File: src/rtl/mul_pkg.sv
`default_nettype none
// ============================================================================
//  Module      : mul_pkg
//  Description : Shared types and constants for the iterative RV64M
//                multiplier (operation select, FSM states, widths).
//  Revision    : 1.0 - initial release
// ============================================================================
package mul_pkg;

    localparam int XLEN  = 64;
    localparam int CNT_W = $clog2(XLEN);

    typedef enum logic [1:0] {
        MUL    = 2'b00,
        MULH   = 2'b01,
        MULHSU = 2'b10,
        MULHU  = 2'b11
    } mul_op_e;

    typedef enum logic [1:0] {
        IDLE = 2'b00,
        BUSY = 2'b01,
        FIX  = 2'b10,
        DONE = 2'b11
    } mul_state_e;

endpackage
`default_nettype wire

File: src/rtl/mul_acc_add.sv
`default_nettype none
// ============================================================================
//  Module      : mul_acc_add
//  Description : Plain combinational adder used for the partial-product
//                accumulate step. No carry-in, no carry-out, no state.
//  Revision    : 1.0 - initial release
// ============================================================================
module mul_acc_add #(
    parameter int WIDTH = 65
) (
    input  logic [WIDTH-1:0] a,
    input  logic [WIDTH-1:0] b,
    output logic [WIDTH-1:0] sum
);

    assign sum = a + b;

endmodule
`default_nettype wire

File: src/rtl/mul_iter.sv
`default_nettype none
// ============================================================================
//  Module      : mul_iter
//  Description : Radix-2 shift-and-add multiplier for MUL/MULH/MULHSU/MULHU.
//                Operands are converted to magnitudes on accept, one partial
//                product is retired per cycle, and the sign is restored in a
//                dedicated FIX cycle so the 128-bit negate stays off the
//                accumulate path.
//  Revision    : 1.0 - initial release
// ============================================================================
module mul_iter
    import mul_pkg::*;
(
    input  logic            clk,
    input  logic            rst_n,
    input  logic            flush,
    input  logic            in_valid,
    output logic            in_ready,
    input  logic [1:0]      mul_op,
    input  logic [XLEN-1:0] src1,
    input  logic [XLEN-1:0] src2,
    output logic            out_valid,
    input  logic            out_ready,
    output logic [XLEN-1:0] result
);

    localparam logic [CNT_W-1:0] c_cnt_last = CNT_W'(XLEN - 1);

    mul_state_e         r_state;
    mul_op_e            r_op;
    logic [CNT_W-1:0]   r_cnt;
    logic [XLEN-1:0]    r_acc;
    logic [XLEN-1:0]    r_mcand;
    logic [XLEN-1:0]    r_mplier;
    logic               r_neg;
    logic               r_in_ready;
    logic               r_out_valid;
    logic [XLEN-1:0]    r_result;

    mul_op_e            w_op_in;
    logic               w_sign1;
    logic               w_sign2;
    logic [XLEN-1:0]    w_mag1;
    logic [XLEN-1:0]    w_mag2;
    logic [XLEN:0]      w_addend;
    logic [XLEN:0]      w_sum;
    logic [2*XLEN-1:0]  w_fix;

    // Decode the operand signedness and take magnitudes at the input boundary
    always_comb begin
        w_op_in  = mul_op_e'(mul_op);
        w_sign1  = src1[XLEN-1] && ((w_op_in == MULH) || (w_op_in == MULHSU));
        w_sign2  = src2[XLEN-1] && (w_op_in == MULH);
        // -(-2^63) wraps to 2^63, which is still the right unsigned magnitude
        w_mag1   = w_sign1 ? (~src1 + 1'b1) : src1;
        w_mag2   = w_sign2 ? (~src2 + 1'b1) : src2;
        w_addend = r_mplier[0] ? {1'b0, r_mcand} : '0;
        w_fix    = r_neg ? (~{r_acc, r_mplier} + 1'b1) : {r_acc, r_mplier};
    end

    mul_acc_add #(
        .WIDTH (XLEN + 1)
    ) u_acc_add (
        .a   ({1'b0, r_acc}),
        .b   (w_addend),
        .sum (w_sum)
    );

    // Control FSM and datapath registers; all outputs come straight from flops
    always_ff @(posedge clk) begin
        if (!rst_n) begin
            r_state     <= IDLE;
            r_op        <= MUL;
            r_cnt       <= '0;
            r_acc       <= '0;
            r_mcand     <= '0;
            r_mplier    <= '0;
            r_neg       <= 1'b0;
            r_in_ready  <= 1'b0;
            r_out_valid <= 1'b0;
            r_result    <= '0;
        end else if (flush) begin
            r_state     <= IDLE;
            r_cnt       <= '0;
            r_acc       <= '0;
            r_in_ready  <= 1'b1;
            r_out_valid <= 1'b0;
        end else begin
            case (r_state)
                IDLE: begin
                    r_in_ready <= 1'b1;
                    if (in_valid && r_in_ready) begin
                        r_mcand    <= w_mag1;
                        r_mplier   <= w_mag2;
                        r_neg      <= w_sign1 ^ w_sign2;
                        r_op       <= w_op_in;
                        r_acc      <= '0;
                        r_cnt      <= '0;
                        r_in_ready <= 1'b0;
                        r_state    <= BUSY;
                    end
                end
                BUSY: begin
                    // {acc, mplier} shifts right by one with the new sum on top
                    r_acc    <= w_sum[XLEN:1];
                    r_mplier <= {w_sum[0], r_mplier[XLEN-1:1]};
                    r_cnt    <= r_cnt + 1'b1;
                    if (r_cnt == c_cnt_last) begin
                        r_state <= FIX;
                    end
                end
                FIX: begin
                    r_result    <= (r_op == MUL) ? w_fix[XLEN-1:0] : w_fix[2*XLEN-1:XLEN];
                    r_out_valid <= 1'b1;
                    r_state     <= DONE;
                end
                DONE: begin
                    if (out_ready) begin
                        r_out_valid <= 1'b0;
                        r_in_ready  <= 1'b1;
                        r_state     <= IDLE;
                    end
                end
                default: begin
                    r_state <= IDLE;
                end
            endcase
        end
    end

    assign in_ready  = r_in_ready;
    assign out_valid = r_out_valid;
    assign result    = r_result;

endmodule
`default_nettype wire
File: config.mk
export PLATFORM = sky130hd
export DESIGN_NAME = mul_iter
export DESIGN_NICKNAME = d
export VERILOG_FILES = /design/src/rtl/mul_pkg.sv /design/src/rtl/mul_acc_add.sv /design/src/rtl/mul_iter.sv
export SDC_FILE = /design/constraint.sdc
export NUM_CORES = 1
export LEC_CHECK = 0
export BUFFER_PORTS_ARGS = -buffer_cell sky130_fd_sc_hd__buf_4
export CORE_MARGIN = 2
export CORE_UTILIZATION = 61
export CTS_CLUSTER_DIAMETER = 120
export DETAILED_ROUTE_END_ITERATION = 16
export PLACE_DENSITY_LB_ADDON = 0.15
export REMOVE_ABC_BUFFERS = 1
export SYNTH_ARGS = -nofsm -noshare
export SYNTH_HDL_FRONTEND = slang
export SYNTH_SLANG_ARGS = --single-unit
File: constraint.sdc
create_clock -name clk -period 4.2 [get_ports clk]
set_input_delay 0.21 -clock clk [delete_from_list [all_inputs] [get_ports clk]]
set_output_delay 0.21 -clock clk [all_outputs]
set_load 0.05 [all_outputs]
==> flow_summary.ini, run 1 <==
[outcome]
outcome = finished, final reports clean

[worst_setup_path]
cp_num_cells = 10
path_delay_family = simple AND/OR/NAND/NOR gates
cp_num_buf_inv = 0
slowest_delay_ns = 0.64
cp_max_fo = 10
crit_path_start_kind = flip-flop
cp.arrival_ns = 4.45
r2r-start = r_mplier[23]
rrSetupSlack_ns = 0.21
startpoint = r_mplier[23]
cpMaxStageDelayCell = or4b_4
critical_path_class = reg2reg
path_cells = or4_1 > or4b_4 > nor4b_4 > nand3_4 > or3_1 > or3_4 > o41ai_2 > xor2_1 > o221ai_1 > and2_1
end_kind = flip-flop
reg2reg_depth = 10
cp.required_ns = 4.66

[yosys]
synthXorXnorAreaFrac = 0.106
ys_ff_latch = 269
synth-simple-area-share = 0.273
synth_edf_count = 0
synth_fa_ha_area_frac = 0.0447
ys_warn_count = 0
ys_seq_area_frac = 0.258
synth.distinct_cells = 74
syn_avg_cell_area_um2 = 7.21
syn-cell-area_um2 = 20900
synth.area.mux_share = 0.00576
synthCells = 2896
synth_top_family_by_area = simple AND/OR/NAND/NOR gates
async_flop_share = 0
synth-compound-area-share = 0.268
synthFlopType = dfxtp_1

[layout]
diodes = 0
fin_nets = 3246
final_common_cell = nand2_1
syn_to_final_growth_pct = 15.6
fin_cells = 3507
final_cell_mix = 439 x nand2_1, 296 x buf_4, 267 x dfxtp_1, 245 x o21ai_0, 206 x a21oi_1
final_layout_size_suffix_gt1_frac = 0.127
final_util = 0.718

[sta]
slew_viol_final = 0
hold_viol_final = 0
setup_viol = 0
fmax_mhz = 251
layout_setup_ws_ns = 0.215
slew_headroom = 0.268
period_minus_slack_ns = 3.99
period_share = 0.949
worst_pin_slew_ns = 1.08
skew_ns = 0.0138
rsz0062_at_grt = false
final.setup.tns_ns = 0

[die]
ioPinCount = 201
die_x_um = 189
die_area_um2 = 35700
rows = 67
core-area_um2 = 33600
die_h_um = 189
initial_core_util = 0.621

[cts]
cts_tree = yes
postCtsSetupBuffers = 0
worstSkewPairLatency_ns = 0.57
cts_max_level = 1
cts_sinks = 269
cts_buffers = 29
cts_buffer_depth = 3
path_clk_slew_ns = 0.07
clockRootBuffer = clkbuf_16

[route]
drc = 0
wl_um = 77000
wl_per_cell_um = 22.0
drt_iter0_drc = 2692
vias = 23300
via_per_inst = 6.65
drtPass1Iterations = 6
antenna_left = 0

[global_routing]
grt_pass1_wl_um = 119000
grt_usage = 0.415
grt_pass1_vias = 21800
antenna_found_initial = 0
grt.busiest_layer = met2
gr-usage-met1 = 0.536
grtUsageMet2 = 0.684
grt_start_max_net_pins = 80
grt.met3_usage = 0.0639
grt_overflow = 0

[place]
dp_slack_ns = -0.00612
hpwl_um = 57300
gp_congestion = 1.02
post-place-cells = 3438
io_buffers = 200

[pwr]
max-vdd-ir-drop_mv = 0.288
p_per_area_nw_per_um2 = 284
p_leak_nw = 10.3
p_total_mw = 6.86

[hold_path]
holdPathStages = 4
hold_path_class = in2reg
hp-start = src1[18]

[job]
maxCapViolations = 0
cell type report:
type,count,area (um2)
clock inverters,17,174
fillers,2645,9490
multi-input cells,2383,14600
flip-flops and latches,269,5390
repair buffers,315,2430
well taps,448,561
clock buffers,36,813
inverters,39,146
state kept, by name, summed over array words and instances, names as in the netlist:
| register | count |
|---|---|
| out_valid | 1 |
| r_state | 2 |
| r_acc | 64 |
| r_op | 2 |
| r_cnt | 6 |
| r_neg | 1 |
| r_mcand | 64 |
| r_mplier | 64 |
| in_ready | 1 |
| result | 64 |
layer usage:
| metal | routed length [um] | up-vias |
|---|---|---|
| li1 | - | 10800 |
| met5 | 0 | - |
| met2 | 34900 | 1359 |
| met4 | 3620 | 0 |
| met1 | 30900 | 10900 |
| met3 | 7580 | 261 |
synthesized netlist by cell type (14+ instances only):
library cell / count / area, um2
nand2b_1: 23 / 144
dfxtp_1: 269 / 5390
xnor2_1: 112 / 981
nand3_1: 93 / 465
nor4_1: 52 / 325
o211a_1: 56 / 561
nor3_1: 99 / 495
o21ai_0: 245 / 1230
inv_1: 38 / 143
and2_1: 78 / 488
a211oi_1: 14 / 105
or4_1: 48 / 360
clkbuf_1: 187 / 702
a21o_1: 32 / 240
o31ai_1: 45 / 338
a31oi_1: 30 / 188
and3_1: 14 / 87.6
xor2_1: 141 / 1230
or2_2: 14 / 87.6
or3_1: 42 / 263
o41ai_1: 28 / 245
nand4_1: 31 / 194
ha_1: 73 / 913
a21oi_1: 208 / 1040
a22oi_1: 24 / 180
nor2_1: 199 / 747
nand2_1: 439 / 1650
a21boi_0: 53 / 398
o211ai_1: 41 / 308
power by group:
part | internal [mW] | switching [mW]
Clock | 1.56 | 1.12
Sequential | 2.62 | 0.0871
Combinational | 0.558 | 0.925
path summary, 6_finish.rpt:
check / to
setup / recovery: result[51]
hold / removal: r_mcand[18]
setup reg to reg: result[51]
hold reg to reg: result[49]
logic make-up (layout without fill, tap and decap cells):
kind of cell,after synthesis,after routing
compound gates,867,867
mux,12,12
buf+inv,244,407
fa+ha+maj,74,74
simple gates,1177,1177
xor+xnor,253,253
flops,269,269
worst min-delay path, delay by kind of cell:
kind                   cells  cell delay [ns]
AO/OA/AOI/OAI              1             0.13
XOR/XNOR                   1             0.05
buffers and inverters      1             0.09
AND/OR/NAND/NOR            1             0.06
per-stage QoR:
step                cell area [um2]  hold WS [ns]
floorplan                     20100         0.319
global route                  24100        0.0144
finish                        24100        0.0164
global placement              23000         0.428
detailed placement            23000         0.433
CTS                           24100       0.00478
timing repair:
action,4_1_cts,5_1_grt
setup endpoints to repair,1,17
gates resized for setup,1,4
hold buffers,16,0
pin swaps,0,0
hold endpoints to repair,16,0
No activity file was read; power rests on OpenSTA's default activity.
==> run 2: changes to the inputs <==
CORE_MARGIN = default   (was 2)
HOLD_SLACK_MARGIN = 0.02   (was default)
==> run 2 against run 1 <==
Net effect:
- global-route usage is 1.0 points higher
- first-iteration DRC count is 14% higher
- sequential share of layout area hardly changed
- total power is 1.6% lower
- fmax is 0.31% lower
- critical endpoint unchanged
- combinational power hardly changed
- cell count hardly changed
- routed wire length hardly changed
- largest cell class unchanged
- clock-buffer cell count is 4 higher
- clock skew is 0.0028 ns higher
- sequential power hardly changed
- register-to-register slack hardly changed
==> flow_summary.ini, run 2 (same netlist as run 1, synthesis figures left out) <==
[worst_setup_path]
path_cells = or4_1 > nand4b_1 > buf_4 > nor3_1 > nand3_4 > or3_1 > or3_4 > o41ai_2 > xor2_1 > o221ai_1 > and2_1
cp_num_buf_inv = 1
end_kind = flip-flop
crit_path_start_kind = flip-flop
cp.arrival_ns = 4.45
rrSetupSlack_ns = 0.20
critical_path_class = reg2reg
cp.required_ns = 4.66
reg2reg_depth = 11
cpMaxStageDelayCell = or4_1
path_delay_family = simple AND/OR/NAND/NOR gates
cp_max_fo = 8
r2r-start = r_mplier[42]
slowest_delay_ns = 0.61
reg2reg_to = result[51]

[sta]
fmax_mhz = 250
skew_ns = 0.0166
setup_viol = 0
hold_viol_final = 0
period_minus_slack_ns = 4.00
timing.hold.ws_ns = 0.0229
period_share = 0.952
rsz0062_at_grt = false
worst_pin_slew_ns = 1.09
slew_viol_final = 0
slew_headroom = 0.272

[route]
antenna_left = 0
wl_per_cell_um = 21.9
drt_iter0_drc = 3061
wl_um = 77000
vias = 23400
via_per_inst = 6.66
drc = 0
drtPass1Iterations = 6

[cts]
path_clk_slew_ns = 0.06
cts_buffers = 29
worstSkewPairLatency_ns = 0.57
cts_max_level = 1
clockRootBuffer = clkbuf_16
cts_buffer_depth = 3
cts_sinks = 269
cts_tree = yes

[pwr]
p_per_area_nw_per_um2 = 280
pwr-share-comb = 0.220
p_leak_nw = 10.3
p_seq_frac = 0.400
p_switching_mw = 2.12
intPower_mw = 4.63
clkPwrFrac = 0.380
switching_share = 0.314
p_total_mw = 6.75
max-vdd-ir-drop_mv = 0.318

[hold_path]
hold_path_class = in2reg
hp-start = src1[25]
holdPathStages = 4
min_to = r_mcand[25]

[layout]
final_cell_mix = 439 x nand2_1, 291 x buf_4, 267 x dfxtp_1, 245 x o21ai_0, 207 x a21oi_1
final_layout_size_suffix_gt1_frac = 0.123
syn_to_final_growth_pct = 15.5
diodes = 0
fillers = 2683
final_common_cell = nand2_1
fin_nets = 3249

[outcome]
outcome = finished, final reports clean

[global_routing]
grt_pass1_wl_um = 120000
grt_overflow = 0
gr-usage-met1 = 0.553
grt_usage = 0.425
grt_start_max_net_pins = 102
grt.busiest_layer = met2
grt_pass1_vias = 22000
grt.met3_usage = 0.0614
antenna_found_initial = 0
grtUsageMet2 = 0.680

[die]
die_area_um2 = 35000
ioPinCount = 201
die_h_um = 187
die_x_um = 187
rows = 67
core-area_um2 = 33600
initial_core_util = 0.621

[place]
io_buffers = 200
hpwl_um = 57600
gp_congestion = 1.03

[job]
maxCapViolations = 0
==> run 2: how the worst max path moves through the flow <==
stage / depth (start not counted) / slack [ns] / from / endpoint
floorplan: 7 / -1.38 / r_state[1] / r_mplier[62]
global placement: 11 / 0.28 / r_mplier[0] / result[52]
detailed placement: 13 / 0.17 / r_mplier[0] / r_acc[61]
CTS: 14 / 0.14 / r_mplier[0] / r_acc[39]
global route: 14 / 0.003 / r_mplier[0] / r_acc[39]
finish: 11 / 0.20 / r_mplier[42] / result[51]
==> run 2: final cells by class <==
| type | count | area (um2) | area share |
|---|---|---|---|
| Multi-Input combinational cell | 2383 | 14600 | 0.606 |
| Sequential cell | 269 | 5390 | 0.224 |
| Timing Repair Buffer | 318 | 2480 | 0.103 |
| Clock buffer | 40 | 807 | 0.0335 |
| Tap cell | 448 | 561 | 0.0233 |
| Inverter | 39 | 146 | 0.00608 |
| Clock inverter | 11 | 111 | 0.00462 |
==> run 2: tightest hold or removal path, delay by kind of cell <==
family,cells,cell delay (ns)
xor+xnor,1,0.06
simple gates,1,0.06
compound gates,1,0.13
buf+inv,1,0.09
==> run 2: layer usage <==
layer / wire (um) / share of wire / up-vias
li1: - / - / 10800
met1: 30800 / 0.40 / 10900
met4: 4330 / 0.056 / 0
met2: 34400 / 0.45 / 1403
met3: 7400 / 0.096 / 276
met5: 0 / 0 / -
==> run 2: timing repair <==
| item | 4_1_cts | 5_1_grt |
|---|---|---|
| setup buffers | 0 | 0 |
| hold buffers | 24 | 0 |
| resized for setup | 0 | 2 |
| endpoints found under the hold margin | 24 | 0 |
| setup endpoints to repair | 0 | 15 |
==> run 2: per-stage QoR <==
step           cell area, um2  TNS, ns  worst slack [ns]  utilization  instances
6_report                24100        0             0.202        0.717       3508
5_1_grt                 24100        0           0.00299        0.717       3508
4_1_cts                 24100        0             0.138        0.717       3508
3_5_place_dp            22900        0             0.171        0.682       3433
3_3_place_gp            22900        0             0.278        0.682       3433
2_1_floorplan           20100  -134.16             -1.38            -       2691
==> run 2: power by group through the flow <==
stage / registers (mW) / logic [mW] / clock network, mW
2_1_floorplan: 2.74 / 0.790 / 0
3_3_place_gp: 2.75 / 1.38 / 0
3_5_place_dp: 2.75 / 1.41 / 0
4_1_cts: 2.69 / 1.44 / 2.56
5_1_grt: 2.70 / 1.59 / 2.66
6_report: 2.70 / 1.49 / 2.56
